[src/rtl/led_sched_pkg.sv]
// Shared types and helpers for the LED source scheduler: controller states,
// source count and the round-robin winner selection.
package led_sched_pkg;

  typedef enum logic [1:0] {
    IDLE  = 2'd0,
    GRANT = 2'd1,
    HOLD  = 2'd2
  } sched_state_e;

  localparam int NUM_SRC = 4;

  // Lowest offset from last+1 wins; index last itself is tried last.
  function automatic logic [1:0] rr_pick(input logic [1:0] last, input logic [3:0] req);
    logic [1:0] idx;
    rr_pick = last;
    for (int k = NUM_SRC; k >= 1; k--) begin
      idx = last + 2'(k);
      if (req[idx]) begin
        rr_pick = idx;
      end
    end
  endfunction

endpackage

[src/rtl/switch_debounce.sv]
// One push switch: two-flop synchronizer, stability counter and a single-cycle
// pulse in the first cycle the debounced level reads high.
module switch_debounce #(
  parameter int DEBOUNCE_LIMIT = 250000
) (
  input  logic clk,
  input  logic reset,
  input  logic raw,
  output logic rise
);

  localparam int CNT_W = $clog2(DEBOUNCE_LIMIT + 1);
  localparam logic [CNT_W-1:0] CNT_LAST = CNT_W'(DEBOUNCE_LIMIT - 1);

  logic             sync1_r;
  logic             sync2_r;
  logic             level_r;
  logic             rise_r;
  logic [CNT_W-1:0] cnt_r;

  // Bring the asynchronous pin into the clock domain.
  always_ff @(posedge clk) begin
    if (reset) begin
      sync1_r <= 1'b0;
      sync2_r <= 1'b0;
    end else begin
      sync1_r <= raw;
      sync2_r <= sync1_r;
    end
  end

  // Level flips only after DEBOUNCE_LIMIT consecutive disagreeing cycles.
  always_ff @(posedge clk) begin
    if (reset) begin
      level_r <= 1'b0;
      rise_r  <= 1'b0;
      cnt_r   <= {CNT_W{1'b0}};
    end else if (sync2_r != level_r) begin
      if (cnt_r == CNT_LAST) begin
        level_r <= sync2_r;
        rise_r  <= sync2_r;
        cnt_r   <= {CNT_W{1'b0}};
      end else begin
        rise_r  <= 1'b0;
        cnt_r   <= cnt_r + CNT_W'(1);
      end
    end else begin
      rise_r <= 1'b0;
      cnt_r  <= {CNT_W{1'b0}};
    end
  end

  assign rise = rise_r;

endmodule

[src/rtl/led_source_scheduler.sv]
// Round-robin arbiter sharing four LEDs between four fixed source patterns,
// each requested by a debounced push switch and held for a fixed window.
module led_source_scheduler
  import led_sched_pkg::*;
#(
  parameter int         DEBOUNCE_LIMIT = 250000,
  parameter int         HOLD_CYCLES    = 25000000,
  parameter logic [3:0] SRC_0          = 4'b1000,
  parameter logic [3:0] SRC_1          = 4'b0001,
  parameter logic [3:0] SRC_2          = 4'b0110,
  parameter logic [3:0] SRC_3          = 4'b1111
) (
  input  logic       i_Clk,
  input  logic       i_Reset,
  input  logic       i_Switch_1,
  input  logic       i_Switch_2,
  input  logic       i_Switch_3,
  input  logic       i_Switch_4,
  output logic       o_LED_1,
  output logic       o_LED_2,
  output logic       o_LED_3,
  output logic       o_LED_4,
  output logic [1:0] o_Sel,
  output logic       o_Busy
);

  localparam int HOLD_W = $clog2(HOLD_CYCLES + 1);
  localparam logic [HOLD_W-1:0] HOLD_LOAD = HOLD_W'(HOLD_CYCLES - 1);

  logic [NUM_SRC-1:0] raw_s;
  logic [NUM_SRC-1:0] rise_s;
  logic [NUM_SRC-1:0] clear_s;
  logic [NUM_SRC-1:0] pending_r;
  sched_state_e       state_r;
  sched_state_e       state_s;
  logic [1:0]         last_r;
  logic [1:0]         pick_s;
  logic [1:0]         sel_r;
  logic [3:0]         pattern_s;
  logic [3:0]         led_r;
  logic               busy_r;
  logic [HOLD_W-1:0]  hold_cnt_r;

  assign raw_s = {i_Switch_4, i_Switch_3, i_Switch_2, i_Switch_1};

  for (genvar n = 0; n < NUM_SRC; n++) begin : g_sw
    switch_debounce #(.DEBOUNCE_LIMIT(DEBOUNCE_LIMIT)) u_debounce (
      .clk   (i_Clk),
      .reset (i_Reset),
      .raw   (raw_s[n]),
      .rise  (rise_s[n])
    );
  end

  // Winner and its pattern for the current pending set.
  always_comb begin
    pattern_s = 4'b0000;
    pick_s    = rr_pick(last_r, pending_r);
    case (pick_s)
      2'd0:    pattern_s = SRC_0;
      2'd1:    pattern_s = SRC_1;
      2'd2:    pattern_s = SRC_2;
      2'd3:    pattern_s = SRC_3;
      default: pattern_s = 4'b0000;
    endcase
  end

  // Controller next state and the pending bit retired by a grant.
  always_comb begin
    state_s = state_r;
    clear_s = {NUM_SRC{1'b0}};
    case (state_r)
      IDLE: begin
        if (pending_r != 4'b0000) state_s = GRANT;
        else                      state_s = IDLE;
      end
      GRANT: begin
        state_s = HOLD;
        clear_s = 4'b0001 << pick_s;
      end
      HOLD: begin
        if (hold_cnt_r != {HOLD_W{1'b0}}) state_s = HOLD;
        else if (pending_r != 4'b0000)    state_s = GRANT;
        else                              state_s = IDLE;
      end
      default: state_s = IDLE;
    endcase
  end

  // Controller state register.
  always_ff @(posedge i_Clk) begin
    if (i_Reset) state_r <= IDLE;
    else         state_r <= state_s;
  end

  // New presses win over a same-cycle clear of the same bit.
  always_ff @(posedge i_Clk) begin
    if (i_Reset) pending_r <= {NUM_SRC{1'b0}};
    else         pending_r <= (pending_r & ~clear_s) | rise_s;
  end

  // Grant datapath: pointer, hold countdown and registered display outputs.
  always_ff @(posedge i_Clk) begin
    if (i_Reset) begin
      last_r     <= 2'd3;
      sel_r      <= 2'd0;
      led_r      <= 4'b0000;
      busy_r     <= 1'b0;
      hold_cnt_r <= {HOLD_W{1'b0}};
    end else begin
      busy_r <= (state_r != IDLE);
      if (state_r == GRANT) begin
        last_r     <= pick_s;
        sel_r      <= pick_s;
        led_r      <= pattern_s;
        hold_cnt_r <= HOLD_LOAD;
      end else if ((state_r == HOLD) && (hold_cnt_r != {HOLD_W{1'b0}})) begin
        hold_cnt_r <= hold_cnt_r - HOLD_W'(1);
      end else begin
        hold_cnt_r <= hold_cnt_r;
      end
    end
  end

  assign o_LED_1 = led_r[0];
  assign o_LED_2 = led_r[1];
  assign o_LED_3 = led_r[2];
  assign o_LED_4 = led_r[3];
  assign o_Sel   = sel_r;
  assign o_Busy  = busy_r;

endmodule

[config.mk]
export PLATFORM = sky130hd
export DESIGN_NAME = led_source_scheduler
export DESIGN_NICKNAME = d
export VERILOG_FILES = /design/src/rtl/led_sched_pkg.sv /design/src/rtl/switch_debounce.sv /design/src/rtl/led_source_scheduler.sv
export SDC_FILE = /design/constraint.sdc
export NUM_CORES = 1
export LEC_CHECK = 0
export BUFFER_PORTS_ARGS = -buffer_cell sky130_fd_sc_hd__buf_2
export CAP_MARGIN = 20
export CORE_MARGIN = 2
export CORE_UTILIZATION = 60
export CTS_CLUSTER_DIAMETER = 120
export CTS_CLUSTER_SIZE = 14
export DETAILED_ROUTE_END_ITERATION = 10
export PLACE_DENSITY = 0.77
export SETUP_SLACK_MARGIN = 0.1
export SKIP_LAST_GASP = 1
export SLEW_MARGIN = 25
export SYNTH_ARGS = -nofsm -noshare
export SYNTH_HDL_FRONTEND = slang
export SYNTH_SLANG_ARGS = --single-unit
export TNS_END_PERCENT = 30
[constraint.sdc]
create_clock -name i_Clk -period 2.2 [get_ports i_Clk]
set_input_delay 0.22 -clock i_Clk [delete_from_list [all_inputs] [get_ports i_Clk]]
set_output_delay 0.22 -clock i_Clk [all_outputs]
set_load 0.005 [all_outputs]
==> metrics, run 1 <==
status finished, final reports clean; maximum fanout along the worst path 17; Net Count, Synth 648; Synth area leaders dfxtp_1, nor2_1, xnor2_1; Post-Place Worst Slack 0.0954 ns; PortBufs 12; Crit path required time 2.60 ns; Mapped Cells between 600 and 700; Worst Path Arrival approximately 2.4 ns; largest net degree at the start of global routing 26; Die Ht 100 microns; Synth Area per Inst roughly 9 sq um; layout cells sized above 1 11.0%; number of buffers created by CTS 17; Max Cap Viol 0; Seq pwr share 44.1%; Final Hold Vio Count 0; Worst path most repeated cell or4_1; 1st-iter DRT viols 196; CTS tree yes; cell internal pwr 4.09 mW; Period minus WS final ~2.0 ns; Gate power share 1.0%; maximum root-to-sink buffer count 2; Avg WL per Cell 14.1 microns; area occupied by multi-input gates 0.00292 sq mm; Seq/Total Area, Yosys between 40 and 50%; FF+latch count, synth 126; Post-synth top flop dfxtp_1; clock sinks 126; antenna violations before repair 0; library cells used by synthesis 50; mapped cell area 0.00555 sq mm; sequential standard cell area ~0.0025 sq mm; critical path class reg -> reg; Die ar. 0.0100 sq mm; fmax between 400 and 500 MHz; placed wire-length estimate 7.32 mm; biggest area consumer among synthesized cells dfxtp_1; switching share of power about 22%; Core ar. 0.00911 sq mm; Tcrit/Tclk final 91.3%; Area Overhead vs Synth 16.4%; most numerous cell in the Yosys netlist dfxtp_1; Reg2Reg Setup Slack 0.19 ns; H-tree levels 4; VDD IR max 0.000540 V; net switching power figure 1.12 mW; final setup TNS 0 ns; via count 4502; Pwr Total 5.21 mW; Final GP Congestion 0.866; Worst-Skew Late Latency ~0.52 ns; R2R Path Start g_sw[1].u_debounce.cnt_r[12]; All-Layer GR Usage 23.3%; Leak 2.31 nW; Final Cell Area approximately 0.0065 sq mm; number of synthesized flops with an enable pin 0; global-route wire length before repair 18.8 mm; vias per cell 5.74; top-area cell type share of the netlist area 45.4%; Min-Delay Endpoint g_sw[0].u_debounce.level_r; site row count 35; Die X 100 microns; Synth async-reset ratio 0%; post-route ant nets 0; clock network fraction of total power 54.9%; CP endpoint kind register; crit-path cells inv_1 -> or4_1 -> or4_1 -> nand2_1 -> buf_4 -> nor2_1; Worst Tran Pin Value 0.663 ns; root buffer cell clkbuf_8; vias in the first global route 4347; CP max-delay cell or4_1; Pwr Density between 800 and 900 mW/mm^2; Starting Density 60.9%; WHS Path Cells 2; endpoints failing setup 0; top post-synthesis cells by count dfxtp_1, nor2_1, nand2_1, xnor2_1, xor2_1; max-slew violation count 0; filler instances 679; slew margin rel. 55.2%; Hold Crit Start i_Reset; dpl cell area 0.00576 sq mm; worst hold path class in -> reg; total grt overflow 0; Final nets 676; worst r2r path cells 6; CP startpoint kind register; Worst Skew 0.00856 ns; ant diodes 0; Top Ports 13; reg2reg end g_sw[1].u_debounce.cnt_r[14]; RSZ-0062 raised after global routing yes; drt pass-1 iters 5; Post-Route WL between 10 and 15 mm; clock-pin transition on the worst setup and hold timing paths around 0.060 ns; yosys warns 0; crit-path max cell delay ~0.62 ns; post-route setup slack ~0.19 ns; remaining routing DRC violations 0
## registers in the layout, indices dropped and copies added (netlist names)
name                     count
g_sw.u_debounce.sync2_r      4
led_r                        2
g_sw.u_debounce.cnt_r       72
o_Busy                       1
g_sw.u_debounce.level_r      4
state_r                      2
o_Sel                        2
hold_cnt_r                  25
last_r                       2
g_sw.u_debounce.sync1_r      4
pending_r                    4
g_sw.u_debounce.rise         4
## cell families after synthesis
family                   Yosys count  share of synthesized area, %
AO/OA/AOI/OAI                     59                          6.72
buffers and inverters             37                          2.75
adder cells (fa/ha/maj)            9                          2.03
AND/OR/NAND/NOR                  313                          28.9
XOR/XNOR                          83                          13.1
multiplexers                       6                          1.08
flip-flops                       126                          45.4
## per-stage QoR
step	util [%]	hold WS, ns	std cells
after global placement	63.3	0.417	748
after CTS	70.4	0.128	784
after floorplan	-	0.348	633
final	70.9	0.144	785
after detailed placement	63.3	0.428	748
after global routing	70.9	0.155	785
## cells in the final DEF, fill, tap and decap left out, drive strengths merged, types with 3 or more instances in the layout
cell type and count:
nand2 43, ha 9, clkbuf 18, buf 28
bufinv 3, inv 20, clkinv 3, nor3b 5
a211oi 5, nand3 27, a21oi 28, and3 11
mux2i 6, nor4 13, dlygate4sd3 4, nand4 23
nor2 118, xnor2 43, nor4b 12, nor2b 9
nand2b 8, dfxtp 126, and4 6, or3 4
and2 4, nor3 16, a2111oi 3, o21ai 8
or4 9, xor2 40
## layout make-up
type / count / area share [%]
tap: 111 / 2.15
clock buffer: 18 / 6.62
clock inverter: 14 / 2.79
timing repair buffer: 32 / 3.41
multi-input combinational: 470 / 45.2
inverter: 14 / 0.813
sequential: 126 / 39.1
## power groups by stage
| stage | logic [mW] | registers (mW) | clock network [mW] |
|---|---|---|---|
| floorplan | 0.0321 | 2.35 | 0 |
| global placement | 0.0469 | 2.35 | 0 |
| detailed placement | 0.0483 | 2.35 | 0 |
| CTS | 0.0538 | 2.30 | 2.91 |
| global route | 0.0602 | 2.30 | 3.01 |
| finish | 0.0542 | 2.30 | 2.86 |
## worst max-delay path: cells and delay by family, from the launching register on
| kind | cells | cell delay [ns] |
|---|---|---|
| buffers and inverters | 2 | 0.28 |
| DFF | 1 | 0.31 |
| and+or+nand+nor | 4 | 1.30 |
## per-layer routing
metal	global-route usage [%]	share of wire, %	up-vias
li1	-	-	2259
met1	26.8	44	2112
met2	39.0	50	100
met3	6.89	4.4	31
met4	12.1	2.2	0
met5	0	0	-
## repair_timing
| item | CTS | global route |
|---|---|---|
| setup endpoints to repair | 3 | 25 |
| gates resized for setup | 1 | 9 |
| setup buffers | 0 | 1 |
| hold endpoints to repair | 4 | 0 |
| hold buffers | 4 | 0 |
| pin swaps | 0 | 2 |
## worst max-delay path by stage
stage,start,endpoint,depth (start not counted)
after global placement,hold_cnt_r[0],hold_cnt_r[4],7
final,g_sw[1].u_debounce.cnt_r[12],g_sw[1].u_debounce.cnt_r[14],6
after detailed placement,hold_cnt_r[0],hold_cnt_r[4],7
after CTS,hold_cnt_r[0],hold_cnt_r[21],7
after global routing,hold_cnt_r[18],hold_cnt_r[9],5
after floorplan,hold_cnt_r[0],hold_cnt_r[4],8
Power figures use the tool's default switching activity.
==> run 2: changes to the inputs <==
--- a/config.mk
+++ b/config.mk
@@ -8,11 +8,11 @@
 export BUFFER_PORTS_ARGS = -buffer_cell sky130_fd_sc_hd__buf_2
 export CAP_MARGIN = 20
 export CORE_MARGIN = 2
-export CORE_UTILIZATION = 60
+export CORE_UTILIZATION = 55
 export CTS_CLUSTER_DIAMETER = 120
 export CTS_CLUSTER_SIZE = 14
 export DETAILED_ROUTE_END_ITERATION = 10
-export PLACE_DENSITY = 0.77
+export PLACE_DENSITY = 0.71
 export SETUP_SLACK_MARGIN = 0.1
 export SKIP_LAST_GASP = 1
 export SLEW_MARGIN = 25
==> run 2 against run 1 <==
  * Via count fell by 0.62%
  * Clock-buffer cell count grew 1
  * Clock skew increased by 0.00052 ns
  * Die area is 8.7% higher
  * Clock power down 2%
  * Final area rose by 0.89%
  * Worst setup slack lost 0.020 ns
  * Critical endpoint is now hold_cnt_r[15]
  * Highest routed layer unchanged
==> metrics, run 2 (same netlist as run 1, synthesis figures left out) <==
max FFs per register 72; most frequent cells in the layout dfxtp_1, nor2_1, nand2_1, xnor2_1, xor2_1; CTS tree yes; VDD IR max about 0.00067 V; Util after Layout about two thirds; reg2reg end hold_cnt_r[15]; clock-pin transition on the worst setup and hold timing paths roughly 0.060 ns; Reg with most FFs g_sw.u_debounce.cnt_r; layout cells sized above 1 11.6%; Placed Instances 774; non-filler cells, final 812; Area Overhead vs Synth 17.4%; worst hold path class in -> reg; RSZ-0062 raised after global routing yes; Final nets 681; crit-path max cell delay 0.41 ns; max-slew violation count 0; Post-Place Worst Slack 0.0655 ns; ant diodes 0; fmax 493 MHz; vias per cell 5.51; CP endpoint kind register; CP max-delay cell dfxtp_1; commonest non-fill, non-tap cell in the layout dfxtp_1; global-route wire length before repair 19.7 mm; Tcrit/Tclk final 92.2%; WHS Path Cells 2; 1st-iter DRT viols 222; Max Cap Viol 0; post-route ant nets 0; crit-path cells inv_1 -> ha_1 -> nor3b_2 -> and3_2 -> a211o_1 -> or3_1 -> a21oi_1; site row count 36; Pwr Density 791 mW/mm^2; largest net degree at the start of global routing 20; placed wire-length estimate 7.49 mm; Starting Density between 50% and 60%; slew margin rel. 58.1%; cell internal pwr 4.10 mW; Hold Crit Start i_Reset; Worst Skew 0.00908 ns; Reg2Reg Setup Slack 0.17 ns; root buffer cell clkbuf_8; clock sinks approximately 130; Crit path required time about 2.7 ns; final setup TNS 0 ns; R2R Path Start hold_cnt_r[1]; total grt overflow 0; Avg WL per Cell 13.6 microns; status finished, final reports clean; H-tree levels 4; net switching power figure 1.06 mW; worst r2r path cells 7; Min-Delay Endpoint g_sw[3].u_debounce.sync1_r; vias in the first global route around 4400; Post-Route WL 11.0 mm; family with the most delay on the worst path simple AND/OR/NAND/NOR gates; Final Cell Area ~0.0065 sq mm; Leak roughly 2.3 nW; number of buffers created by CTS 17; endpoints failing setup 0; Regs by FF count g_sw.u_debounce.cnt_r (72), hold_cnt_r (25); clock network fraction of total power between 50% and 60%; drt pass-1 iters 4; Worst Tran Pin Value just over 0.6 ns; Final GP Congestion 0.871; Worst Path Arrival 2.47 ns; maximum fanout along the worst path 9; critical path class reg -> reg; Worst-Skew Late Latency approximately 0.52 ns; Die X 104 microns; CP startpoint kind register; Gate power share 1.1%; dpl cell area 0.00582 sq mm; post-route setup slack 0.171 ns; Pwr Total roughly 5.2 mW; Final Hold Vio Count 0; antenna violations before repair 0; switching share of power 20.5%; Hold WS 0.131 ns; Core ar. 0.00977 sq mm; Top Ports 13; via count 4474; PortBufs 12; Period minus WS final 2.03 ns; maximum root-to-sink buffer count 2; Die Ht 104 microns; All-Layer GR Usage a little over a fifth; Crit path buffers/inverters 1; remaining routing DRC violations 0; Die ar. 0.0109 sq mm; Seq pwr share roughly 45%
## run 2: layer usage
metal	up-vias	routed length (microns)	GRT usage [%]
li1	2259	-	-
met1	2116	5140	27.4
met2	80	5350	36.3
met3	19	372	5.01
met4	0	167	8.49
met5	-	0	0
## run 2: worst max path at each step
stage / cells after the start / from / endpoint
6_report: 7 / hold_cnt_r[1] / hold_cnt_r[15]
3_5_place_dp: 7 / hold_cnt_r[0] / hold_cnt_r[4]
5_1_grt: 7 / hold_cnt_r[1] / hold_cnt_r[17]
4_1_cts: 7 / hold_cnt_r[0] / hold_cnt_r[17]
3_3_place_gp: 7 / hold_cnt_r[0] / hold_cnt_r[4]
2_1_floorplan: 8 / hold_cnt_r[0] / hold_cnt_r[4]
## run 2: what timing repair did
item | CTS | global route
endpoints found under the hold margin | 4 | 0
endpoints found under the setup margin | 2 | 23
buffers inserted | 0 | 2
gates resized for setup | 1 | 9
hold buffers | 4 | 0
pin swaps | 0 | 1
## run 2: cell type report
type                            count  area [sq um]
Multi-Input combinational cell    470          2910
Tap cell                          133           166
Inverter                           14          52.6
Clock buffer                       19           442
Sequential cell                   126          2520
Clock inverter                     13           163
Timing Repair Buffer               37           258
Fill cell                         811          3260
## run 2: power by group through the flow
stage	logic (mW)	registers, mW	clock network, mW
floorplan	0.0321	2.35	0
global placement	0.0493	2.35	0
global route	0.0624	2.30	2.95
CTS	0.0572	2.30	2.85
finish	0.0565	2.30	2.80
detailed placement	0.0507	2.35	0
==> run 3: changes to the inputs <==
==> constraint.sdc (replaced) <==
create_clock -name i_Clk -period 2.6 [get_ports i_Clk]
set_input_delay 0.26 -clock i_Clk [delete_from_list [all_inputs] [get_ports i_Clk]]
set_output_delay 0.26 -clock i_Clk [all_outputs]
set_load 0.005 [all_outputs]
==> run 3 against run 2 <==
  * Register-to-register slack gained 0.22 ns
  * Sequential power shrank 16%
  * Critical path type unchanged
  * Clock power shrank 22%
  * Largest power group unchanged
  * Largest cell class unchanged
  * Clock-buffer cell count grew 3
==> metrics, run 3 (same netlist as run 1, synthesis figures left out) <==
Worst Path Arrival ~2.6 ns; most frequent cells in the layout dfxtp_1, nor2_1, nand2_1, xnor2_1, xor2_1; maximum fanout along the worst path 11; drt pass-1 iters 4; 1st-iter DRT viols 209; Crit path required time approximately 3.0 ns; H-tree levels 4; Max Cap Viol 0; global-route wire length before repair 19.2 mm; Top Ports 13; Regs by FF count g_sw.u_debounce.cnt_r (72), hold_cnt_r (25); root buffer cell clkbuf_8; total grt overflow 0; Pwr Total 4.18 mW; Final Cell Area 0.00632 sq mm; max-slew violation count 0; VDD IR max slightly below 0.0006 V; Worst-Skew Late Latency 0.52 ns; worst r2r path cells 7; largest net degree at the start of global routing 27; Die ar. 0.0109 sq mm; vias per cell 5.51; via count 4382; critical path class reg -> reg; Tcrit/Tclk final 84.9%; Die X 104 microns; PortBufs 12; maximum root-to-sink buffer count 2; CP startpoint kind register; Hold WS 0.230 ns; antenna violations before repair 0; site row count 36; Avg WL per Cell 13.7 microns; Final GP Congestion 0.838; Pwr Density 662 mW/mm^2; layout cells sized above 1 8.30%; clock network fraction of total power 52.4%; endpoints failing setup 0; Period minus WS final 2.21 ns; Post-Place Worst Slack 0.418 ns; remaining routing DRC violations 0; Placed Instances 760; final setup TNS 0 ns; Starting Density 56.8%; Worst Skew approximately 0.0066 ns; worst hold path class in -> reg; Seq pwr share 46.5%; slew margin rel. 56.8%; post-route ant nets 0; vias in the first global route 4344; Area Overhead vs Synth 13.8%; max FFs per register 72; clock-pin transition on the worst setup and hold timing paths 0.06 ns; Worst Tran Pin Value around 0.64 ns; setup bufs post-CTS 0; Post-Route WL 10.9 mm; Final Hold Vio Count 0; number of buffers created by CTS 17; status finished, final reports clean; CP endpoint kind register; Final nets about 670; WHS Path Cells 2; post-route setup slack 0.394 ns; Reg with most FFs g_sw.u_debounce.cnt_r; dpl cell area 0.00572 sq mm; All-Layer GR Usage between 20% and 30%; ant diodes 0; non-filler cells, final 796; placed wire-length estimate 7.29 mm; Leak around 2.2 nW; net switching power figure ~0.86 mW; Util after Layout 64.6%; Die Ht 104 microns; clock sinks approximately 130; commonest non-fill, non-tap cell in the layout dfxtp_1; fmax 453 MHz; switching share of power 20.7%; CTS tree yes; cell internal pwr 3.31 mW; RSZ-0062 raised after global routing no; Core ar. 0.00977 sq mm; Gate power share 1.1%
==> run 3: power by group through the flow <==
| stage | clock, mW | combinational, mW | sequential [mW] |
|---|---|---|---|
| 6_report | 2.19 | 0.0453 | 1.94 |
| 3_3_place_gp | 0 | 0.0400 | 1.98 |
| 2_1_floorplan | 0 | 0.0272 | 1.98 |
| 3_5_place_dp | 0 | 0.0407 | 1.99 |
| 4_1_cts | 2.23 | 0.0456 | 1.94 |
| 5_1_grt | 2.32 | 0.0500 | 1.94 |
==> run 3: worst max-delay path, cell delays in order (launching register included) <==
cell       delay, ns
dfxtp_1         0.40
inv_1           0.07
ha_1            0.24
nor3b_1         0.17
and3_1          0.29
a2111oi_0       0.62
xnor2_1         0.18
a21oi_1         0.08
==> run 3: cell type report <==
type	count	area (sq um)
Fill cell	834	3460
Clock inverter	10	87.6
Inverter	14	52.6
Sequential cell	126	2520
Clock buffer	22	473
Multi-Input combinational cell	470	2880
Timing Repair Buffer	21	138
Tap cell	133	166
==> run 3: final timing paths <==
check	startpoint	to	slack [ns]
worst max register to register	hold_cnt_r[0]	hold_cnt_r[21]	0.39
worst min-delay path	i_Reset	g_sw[3].u_debounce.level_r	0.23
worst min register to register	g_sw[1].u_debounce.sync1_r	g_sw[1].u_debounce.sync2_r	0.44
worst max-delay path	hold_cnt_r[0]	hold_cnt_r[21]	0.39
==> run 3: metal layers <==
| metal | vias to the layer above | track usage, % | share of wire [%] |
|---|---|---|---|
| met5 | - | 0 | 0 |
| met4 | 0 | 8.20 | 1.7 |
| met3 | 18 | 6.14 | 3.7 |
| met2 | 72 | 35.9 | 48 |
| met1 | 2068 | 26.1 | 46 |
| li1 | 2224 | - | - |
==> run 3: what timing repair did <==
item                                   CTS  global route
hold buffers                             4             0
endpoints found under the hold margin    4             0
gates resized for setup                  0             0
